--- src/rtl/tt_frame_feeder.sv ---
// tt_frame_feeder: buffers one frame of 4-bit node pairs (query first, then edges)
// from a bursty valid/ready source and replays it to the shortest-path engine as a
// single gap-free in_valid burst, then captures the engine result under a watchdog.
// Ports: up_* upstream pair stream; tt_* engine burst and result; res_* result report.
// Latency: burst starts the cycle after up_last is accepted; result one cycle after
// out_valid. up_ready is low from the burst until the cycle after the result strobe.
module tt_frame_feeder #(
  parameter int DEPTH   = 32,
  parameter int TIMEOUT = 64
) (
  input  logic       clk,
  input  logic       rst_n,
  input  logic       up_valid,
  output logic       up_ready,
  input  logic [3:0] up_src,
  input  logic [3:0] up_dst,
  input  logic       up_last,
  output logic       tt_in_valid,
  output logic [3:0] tt_source,
  output logic [3:0] tt_destination,
  input  logic       tt_out_valid,
  input  logic [3:0] tt_cost,
  output logic       res_valid,
  output logic [3:0] res_cost,
  output logic       res_overflow,
  output logic       res_timeout
);

  localparam int AW = $clog2(DEPTH);
  localparam int CW = AW + 1;
  localparam int TW = $clog2(TIMEOUT) + 1;

  typedef enum logic [1:0] {COLLECT, EMIT, WAIT, REPORT} state_t;

  state_t        state, state_nx;
  logic [7:0]    mem [DEPTH];
  logic [CW-1:0] count;
  logic [AW-1:0] wr_ptr;
  logic [AW-1:0] rd_ptr;
  logic          ovf;
  logic [TW-1:0] wait_cnt;

  logic          hs;
  logic          full;
  logic          last_emit;
  logic          expire;

  logic          up_ready_nx;
  logic          tt_in_valid_nx;
  logic [7:0]    tt_pair_nx;
  logic          res_valid_nx;
  logic [3:0]    res_cost_nx;
  logic          res_overflow_nx;
  logic          res_timeout_nx;

  assign hs        = up_valid && up_ready;
  assign full      = (count == CW'(DEPTH));
  assign last_emit = ({1'b0, rd_ptr} == (count - CW'(1)));
  assign expire    = (wait_cnt == TW'(TIMEOUT - 1));

  // State register
  always_ff @(posedge clk or negedge rst_n) begin
    if (!rst_n) state <= COLLECT;
    else        state <= state_nx;
  end

  // Next-state logic
  always_comb begin
    state_nx = state;
    case (state)
      COLLECT: if (hs && up_last)              state_nx = EMIT;
      EMIT:    if (last_emit)                  state_nx = WAIT;
      WAIT:    if (tt_out_valid || expire)     state_nx = REPORT;
      REPORT:                                  state_nx = COLLECT;
      default:                                 state_nx = COLLECT;
    endcase
  end

  // Output decode: every output is registered, so values are derived from the
  // state being entered rather than the current one.
  always_comb begin
    up_ready_nx     = (state_nx == COLLECT);
    tt_in_valid_nx  = (state_nx == EMIT);
    tt_pair_nx      = 8'h00;
    res_valid_nx    = (state_nx == REPORT);
    res_cost_nx     = 4'd0;
    res_overflow_nx = 1'b0;
    res_timeout_nx  = 1'b0;
    if (state_nx == EMIT) begin
      if (state == COLLECT) begin
        // Query-only frame: entry 0 is being written this very cycle, bypass it.
        tt_pair_nx = (count == CW'(0)) ? {up_src, up_dst} : mem[0];
      end else begin
        tt_pair_nx = mem[rd_ptr + AW'(1)];
      end
    end
    if ((state == WAIT) && (state_nx == REPORT)) begin
      // A result arriving in the expiry cycle takes priority over the timeout.
      res_cost_nx     = tt_out_valid ? tt_cost : 4'd0;
      res_timeout_nx  = !tt_out_valid;
      res_overflow_nx = ovf;
    end
  end

  // Output registers
  always_ff @(posedge clk or negedge rst_n) begin
    if (!rst_n) begin
      up_ready       <= 1'b1;
      tt_in_valid    <= 1'b0;
      tt_source      <= 4'd0;
      tt_destination <= 4'd0;
      res_valid      <= 1'b0;
      res_cost       <= 4'd0;
      res_overflow   <= 1'b0;
      res_timeout    <= 1'b0;
    end else begin
      up_ready       <= up_ready_nx;
      tt_in_valid    <= tt_in_valid_nx;
      tt_source      <= tt_pair_nx[7:4];
      tt_destination <= tt_pair_nx[3:0];
      res_valid      <= res_valid_nx;
      res_cost       <= res_cost_nx;
      res_overflow   <= res_overflow_nx;
      res_timeout    <= res_timeout_nx;
    end
  end

  // Frame bookkeeping: fill level, read pointer, overflow flag, watchdog
  always_ff @(posedge clk or negedge rst_n) begin
    if (!rst_n) begin
      count    <= '0;
      wr_ptr   <= '0;
      rd_ptr   <= '0;
      ovf      <= 1'b0;
      wait_cnt <= '0;
    end else begin
      case (state)
        COLLECT: begin
          rd_ptr   <= '0;
          wait_cnt <= '0;
          if (hs) begin
            if (full) begin
              ovf <= 1'b1;
            end else begin
              count  <= count + CW'(1);
              wr_ptr <= wr_ptr + AW'(1);
            end
          end
        end
        EMIT:   rd_ptr   <= rd_ptr + AW'(1);
        WAIT:   wait_cnt <= wait_cnt + TW'(1);
        REPORT: begin
          count    <= '0;
          wr_ptr   <= '0;
          ovf      <= 1'b0;
          wait_cnt <= '0;
        end
        default: ;
      endcase
    end
  end

  // Frame storage; pairs beyond DEPTH are dropped
  always_ff @(posedge clk) begin
    if (hs && !full) mem[wr_ptr] <= {up_src, up_dst};
  end

endmodule

--- config.mk ---
export PLATFORM = sky130hd
export DESIGN_NAME = tt_frame_feeder
export DESIGN_NICKNAME = d
export VERILOG_FILES = /design/src/rtl/tt_frame_feeder.sv
export SDC_FILE = /design/constraint.sdc
export NUM_CORES = 1
export LEC_CHECK = 0
export BUFFER_PORTS_ARGS = -buffer_cell sky130_fd_sc_hd__buf_4
export CAP_MARGIN = 10
export CORE_MARGIN = 4
export CORE_UTILIZATION = 50
export DETAILED_ROUTE_END_ITERATION = 7
export PLACE_DENSITY = 0.74
export SLEW_MARGIN = 20
export SYNTH_ARGS = -nofsm -noshare
export SYNTH_HDL_FRONTEND = slang
export SYNTH_SLANG_ARGS = --single-unit
--- constraint.sdc ---
create_clock -name clk -period 6.4 [get_ports clk]
set_clock_uncertainty 0.2 [all_clocks]
set_input_delay 0.32 -clock clk [delete_from_list [all_inputs] [get_ports clk]]
set_output_delay 0.32 -clock clk [all_outputs]
set_load 0.01 [all_outputs]
* Yosys cells after proc, flatten, opt, wreduce, memory -nomap -nowiden
Memories as Yosys holds them, arrays and structs flattened. Index checks and enable logic that the tools add are counted.
Word-level totals: ROM bits 0, logic and storage cells 71, memories 1, RAM bits 256, bits in latches 0, register bits after elaboration 43, bits of input ports 17, output and inout bits 17
Memories:
- mem | depth 32, width 8, read ports 2, clocked after Yosys merged registers in 0, wr ports 1, RTL line 36 | logic [7:0] mem [DEPTH];
Operators by class: add/subtract/negate cells 5, multipliers 0, order comparisons 0, div/mod/pow operators 0, reduce and logical (&&, ||, !) cells 16, equality and inequality tests 11, bitwise gates (word level) 0, mux-type cells 24, shift operators 0
Operators with widths (number):
- 8-bit two-way mux | 3
- 5-bit one-hot mux with 2 select lines | 2
- 7-bit one-hot mux with 2 select lines | 1
- 6-bit two-way mux | 2
- 6-bit one-hot mux with 2 select lines | 1
- 5-bit by 1-bit adder with 5-bit output (second input constant) | 2
- 5-bit two-way mux | 2
- 4-bit two-way mux | 2
- 2-bit one-hot mux with 4 select lines | 1
- 7-bit by 1-bit adder with 7-bit output (second input constant) | 1
- 7-bit by 6-bit equality test with 1-bit output (second input constant) | 1
- 6-bit by 1-bit adder with 6-bit output (second input constant) | 1
- 2-bit equality test (second input constant) | 3
- 5-bit by 6-bit equality test with 1-bit output | 1
- 6-bit equality test (second input constant) | 1
- 6-bit logical NOT | 1
- 1-bit two-way mux | 6
- 2-bit two-way mux | 3
- 2-bit inequality test (second input constant) | 3
- 3-bit AND reduction | 2
- 2-bit nonzero test | 3
- 6-bit by 1-bit subtractor with 6-bit output (second input constant) | 1
- 2-bit by 1-bit equality test with 1-bit output (second input constant) | 2
- 1-bit logical AND | 4
- other kinds (5) | 7

* Longest topological paths before layout
depth after elaboration 7, depth in mapped cells 9, mapped depth without buffers 8

* Least setup slack after synthesis
No wires, ideal clock.
path kind register to register, start reg count[0], end mem mem[15][0], enable pin, clock period less this slack 2.411 ns, cell stages (with the launch flop) 7, setup slack 3.989 ns, setup time 0.370 ns, path buffers 0, arrival 1.841 ns, required time 5.830 ns, cell sequence dfrtp_1 -> inv_1 -> ha_1 -> nor4b_2 -> a21oi_1 -> nand2_1 -> nor2_1
On the way: cells in the longest elaborated chain, start to end 5
Ends and longest elaborated chain:
- start, declared | RTL line 37 | logic [CW-1:0] count;
- start signal, assigned | RTL line 145 | count <= count + CW'(1);
- 6-bit equality test | RTL line 57 | assign full = (count == CW'(DEPTH));
- 1-bit logical NOT | RTL line 165 | if (hs && !full) mem[wr_ptr] <= {up_src, up_dst};
- 1-bit logical AND | RTL line 165
- 1-bit two-way mux | RTL line 165
- 1-bit two-way mux (implied by the code) | RTL line 165
- end, declared | RTL line 36
No other way between the ends.

* Worst setup path in the final report
start reg rd_ptr[0], end reg tt_source[2]
On the way: cells in the longest elaborated chain, start to end 5, elaborated cells between the ends (all ways) 8, classes of those cells 1 x add/sub; 2 x eq/ne; 4 x mux; 1 x memory
Ends and longest elaborated chain:
- start, declared | RTL line 39 | logic [AW-1:0] rd_ptr;
- start signal, assigned | RTL line 150 | EMIT: rd_ptr <= rd_ptr + AW'(1);
- parallel branches: the longest is 4 deep, another holds memory 32 x 8 bit
- 8-bit two-way mux * | RTL line 89 | if (state_nx == EMIT) begin
- named net tt_pair_nx[6] | RTL line 50 | logic [7:0] tt_pair_nx;
- end signal, assigned | RTL line 119 | tt_source <= tt_pair_nx[7:4];
- end, declared | RTL line 19 | output logic [3:0] tt_source,
Mark *: on every way through the listed nets, which the timed path passes. A chain may end at the register's enable or synchronous reset.

==> impl_metrics.json <==
{
  "seq_power_share_pct": 43.0,
  "die_area_sq_um": 27900,
  "power.net_switching_mw": 1.76,
  "synth.yosys.seq_area_share_pct": 69.4,
  "ir_worst_vdd_uv": 272,
  "fillers": 1855,
  "synth_warnings": 0,
  "grt_setup_unrepaired": "false",
  "diode_insertion_count_for_antenna_repair": 0,
  "worst_hold_path_type": "input port to flop",
  "design.final.nets": 820,
  "worstSetupEndpointType": "flop",
  "post-synth-top-area-fraction_pct": 60.9,
  "synth.top_cells.by_area": "edfxtp_1 (61%), mux4_2 (11%), dfrtp_1 (8.3%)",
  "rrSetupSlack_ns": 2.71,
  "timing.final.setup_violations": 0,
  "insertion_delay_ns": 0.57,
  "cp_max_fo": 34,
  "firstDrtPassIters": 5,
  "layout_min_cycle_time_ns": 3.69,
  "switching_share_pct": 31.0,
  "post-route-util_pct": 57.5,
  "detailroute.via_count": 6781,
  "synth-main-ff-cell": "edfxtp_1",
  "place_ws_ns": 2.60,
  "cts-htree-levels": 1,
  "tritoncts": "built",
  "cts-root-buf": "clkbuf_16",
  "cts-buffers-inserted": 30,
  "wl_microns": 26200,
  "p_clk_share_pct": 29.1,
  "hold_ws_ns": 0.0182,
  "floorplan.die.height_microns": 167,
  "grt_max_degree": 54,
  "io-pin-count": 34,
  "synth_cell_type_count": 62,
  "fin_cells": 1138,
  "first_global_vias": 6956,
  "fp.coreArea_sq_um": 24600,
  "total_power_mw": 5.70,
  "internal_power_mw": 3.93,
  "comb_power_share_pct": 28.0,
  "grt.overflow.total": 0,
  "timing.setup.tns_ns": 0,
  "drtAntennaViolNets": 0,
  "cts.clk_slew.worst_paths_ns": 0.06,
  "initialDrtViolationCount": 767,
  "cap_viol_max_count": 0,
  "crit_type": "flop to flop",
  "drt-vias-per-instance": 5.96,
  "num_rows": 57,
  "detail_route.wl_per_cell_microns": 23.0,
  "cp_data_arrival_time_ns": 3.91,
  "die_width_microns": 167,
  "area_delta_synth_final_pct": 12.0,
  "postSynthAreaPerCell_sq_um": 16.9,
  "tritoncts_num_sinks": 299,
  "netlist_area_sq_um": 12600,
  "final.setup.worst_slack_ns": 2.71,
  "grt_use_total_pct": 19.0,
  "most-common-layout-cells": "edfxtp_1 (256), nand2_1 (83), mux4_2 (64)",
  "worstPathRequired_ns": 6.63,
  "dpl.hpwl_microns": 16400,
  "result_of_the_run": "complete, no violations",
  "timing.max_slew.rel_slack_pct": 35.2,
  "syn_nets": 779,
  "timing_hold_violations_final": 0,
  "starting_density_of_the_core_pct": 51.3,
  "final_cell_area_sq_um": 14100,
  "finalCritPeriodShare_pct": 57.6,
  "fmax_achieved_mhz": 271,
  "worst_setup_path_start_kind": "flop",
  "synth_top_cell_by_area": "edfxtp_1",
  "tightest_slew_ns": 0.971,
  "grt_antenna_before_repair": 1,
  "placed_cells_incl_taps": 1070,
  "routabilityCongestion": 0.871,
  "layout.area.seq_sq_um": 8770,
  "synth_cells": 749,
  "most_common_cell_after_layout_fill_and_taps_aside": "edfxtp_1",
  "grt_pass1_wl_microns": 41300,
  "cts-root-to-sink-buffers": 3,
  "detail_route.drc_violations": 0,
  "maxSlewViolCount": 0,
  "ys_seq_elements": 299,
  "synth_async_sr_flop_share_pct": 14.4,
  "final_layout_size_suffix_gt1_share_pct": 21.1,
  "portBuffers": 33,
  "power.leakage_nw": 4.76,
  "multi_input_area_sq_um": 3550,
  "placed_cell_area_sq_um": 13100,
  "synth_enable_flop_cells": 256,
  "pwr_density_cell_nw_per_um2": 403
}
final cells by class:
class                           instances  area share (%)
Tap cell                              324            2.87
Clock buffer                           35            5.44
Multi-Input combinational cell        393            25.1
Timing Repair Buffer                   50            2.87
Inverter                               16           0.425
Clock inverter                         21            1.29
Sequential cell                       299            62.0
kinds of logic after synthesis:
kind of cell             after synthesis  synth area share, %
flip-flops                           299                 69.4
AND/OR/NAND/NOR                      196                 7.27
multiplexers                          87                 13.3
AO/OA/AOI/OAI                         85                 5.14
buffers and inverters                 57                 2.56
adder cells (fa/ha/maj)               13                 1.29
XOR/XNOR                              12                 1.04
registers in the layout (all words and copies together), names as in the netlist, 2 cells and up:
signal / cells
count: 6
tt_source: 4
tt_destination: 4
state: 2
rd_ptr: 5
wait_cnt: 7
wr_ptr: 5
res_cost: 4
mem: 256
synthesized netlist by cell type (6+ instances only):
| cell type | instances |
|---|---|
| inv_1 | 16 |
| a21oi_1 | 10 |
| o21ai_0 | 11 |
| edfxtp_1 | 256 |
| buf_4 | 13 |
| nand2_1 | 83 |
| a32oi_1 | 7 |
| nand4_1 | 9 |
| mux4_2 | 64 |
| buf_6 | 7 |
| dfrtp_1 | 42 |
| nand3_1 | 23 |
| ha_1 | 13 |
| a31oi_1 | 9 |
| mux2i_1 | 19 |
| a32o_1 | 9 |
| buf_2 | 6 |
| and3_1 | 9 |
| nand2b_1 | 6 |
| clkbuf_1 | 13 |
| a211oi_1 | 7 |
| nor2_1 | 40 |
layer usage:
| metal | up-vias | global-route usage [%] | share of wire [%] |
|---|---|---|---|
| met5 | - | 0 | 0.061 |
| met4 | 2 | 5.16 | 2.8 |
| met3 | 51 | 3.22 | 6.8 |
| met2 | 260 | 30.7 | 48 |
| met1 | 3437 | 27.1 | 42 |
| li1 | 3031 | - | - |
path summary, 6_finish.rpt:
kind	from	cells past startpoint	to
max	rd_ptr[0]	7	tt_source[2]
max reg2reg	rd_ptr[0]	7	tt_source[2]
max in group asynchronous	rst_n	2	rd_ptr[0]
min in group asynchronous	rst_n	2	tt_source[2]
min	up_dst[1]	1	mem[31][1]
min reg2reg	wait_cnt[4]	1	wait_cnt[4]
critical path: stages, from the launching register on:
cell	delay, ns
dfrtp_4	0.71
ha_2	1.01
buf_4	0.56
mux4_2	0.56
nand2_1	0.08
nand3_1	0.06
o211ai_1	0.27
nor3_1	0.09
power groups by stage:
stage / combinational (mW) / clock (mW) / sequential [mW]
2_1_floorplan: 1.33 / 0 / 2.36
3_3_place_gp: 1.58 / 0 / 2.48
3_5_place_dp: 1.60 / 0 / 2.49
4_1_cts: 1.61 / 1.68 / 2.45
5_1_grt: 1.73 / 1.77 / 2.47
6_report: 1.59 / 1.66 / 2.45
repair_timing:
action | in CTS | in global routing
hold endpoints to repair | 189 | 0
hold buffers | 12 | 0
gates resized for setup | 0 | 0
buffers inserted | 0 | 0
Power figures use the tool's default switching activity.
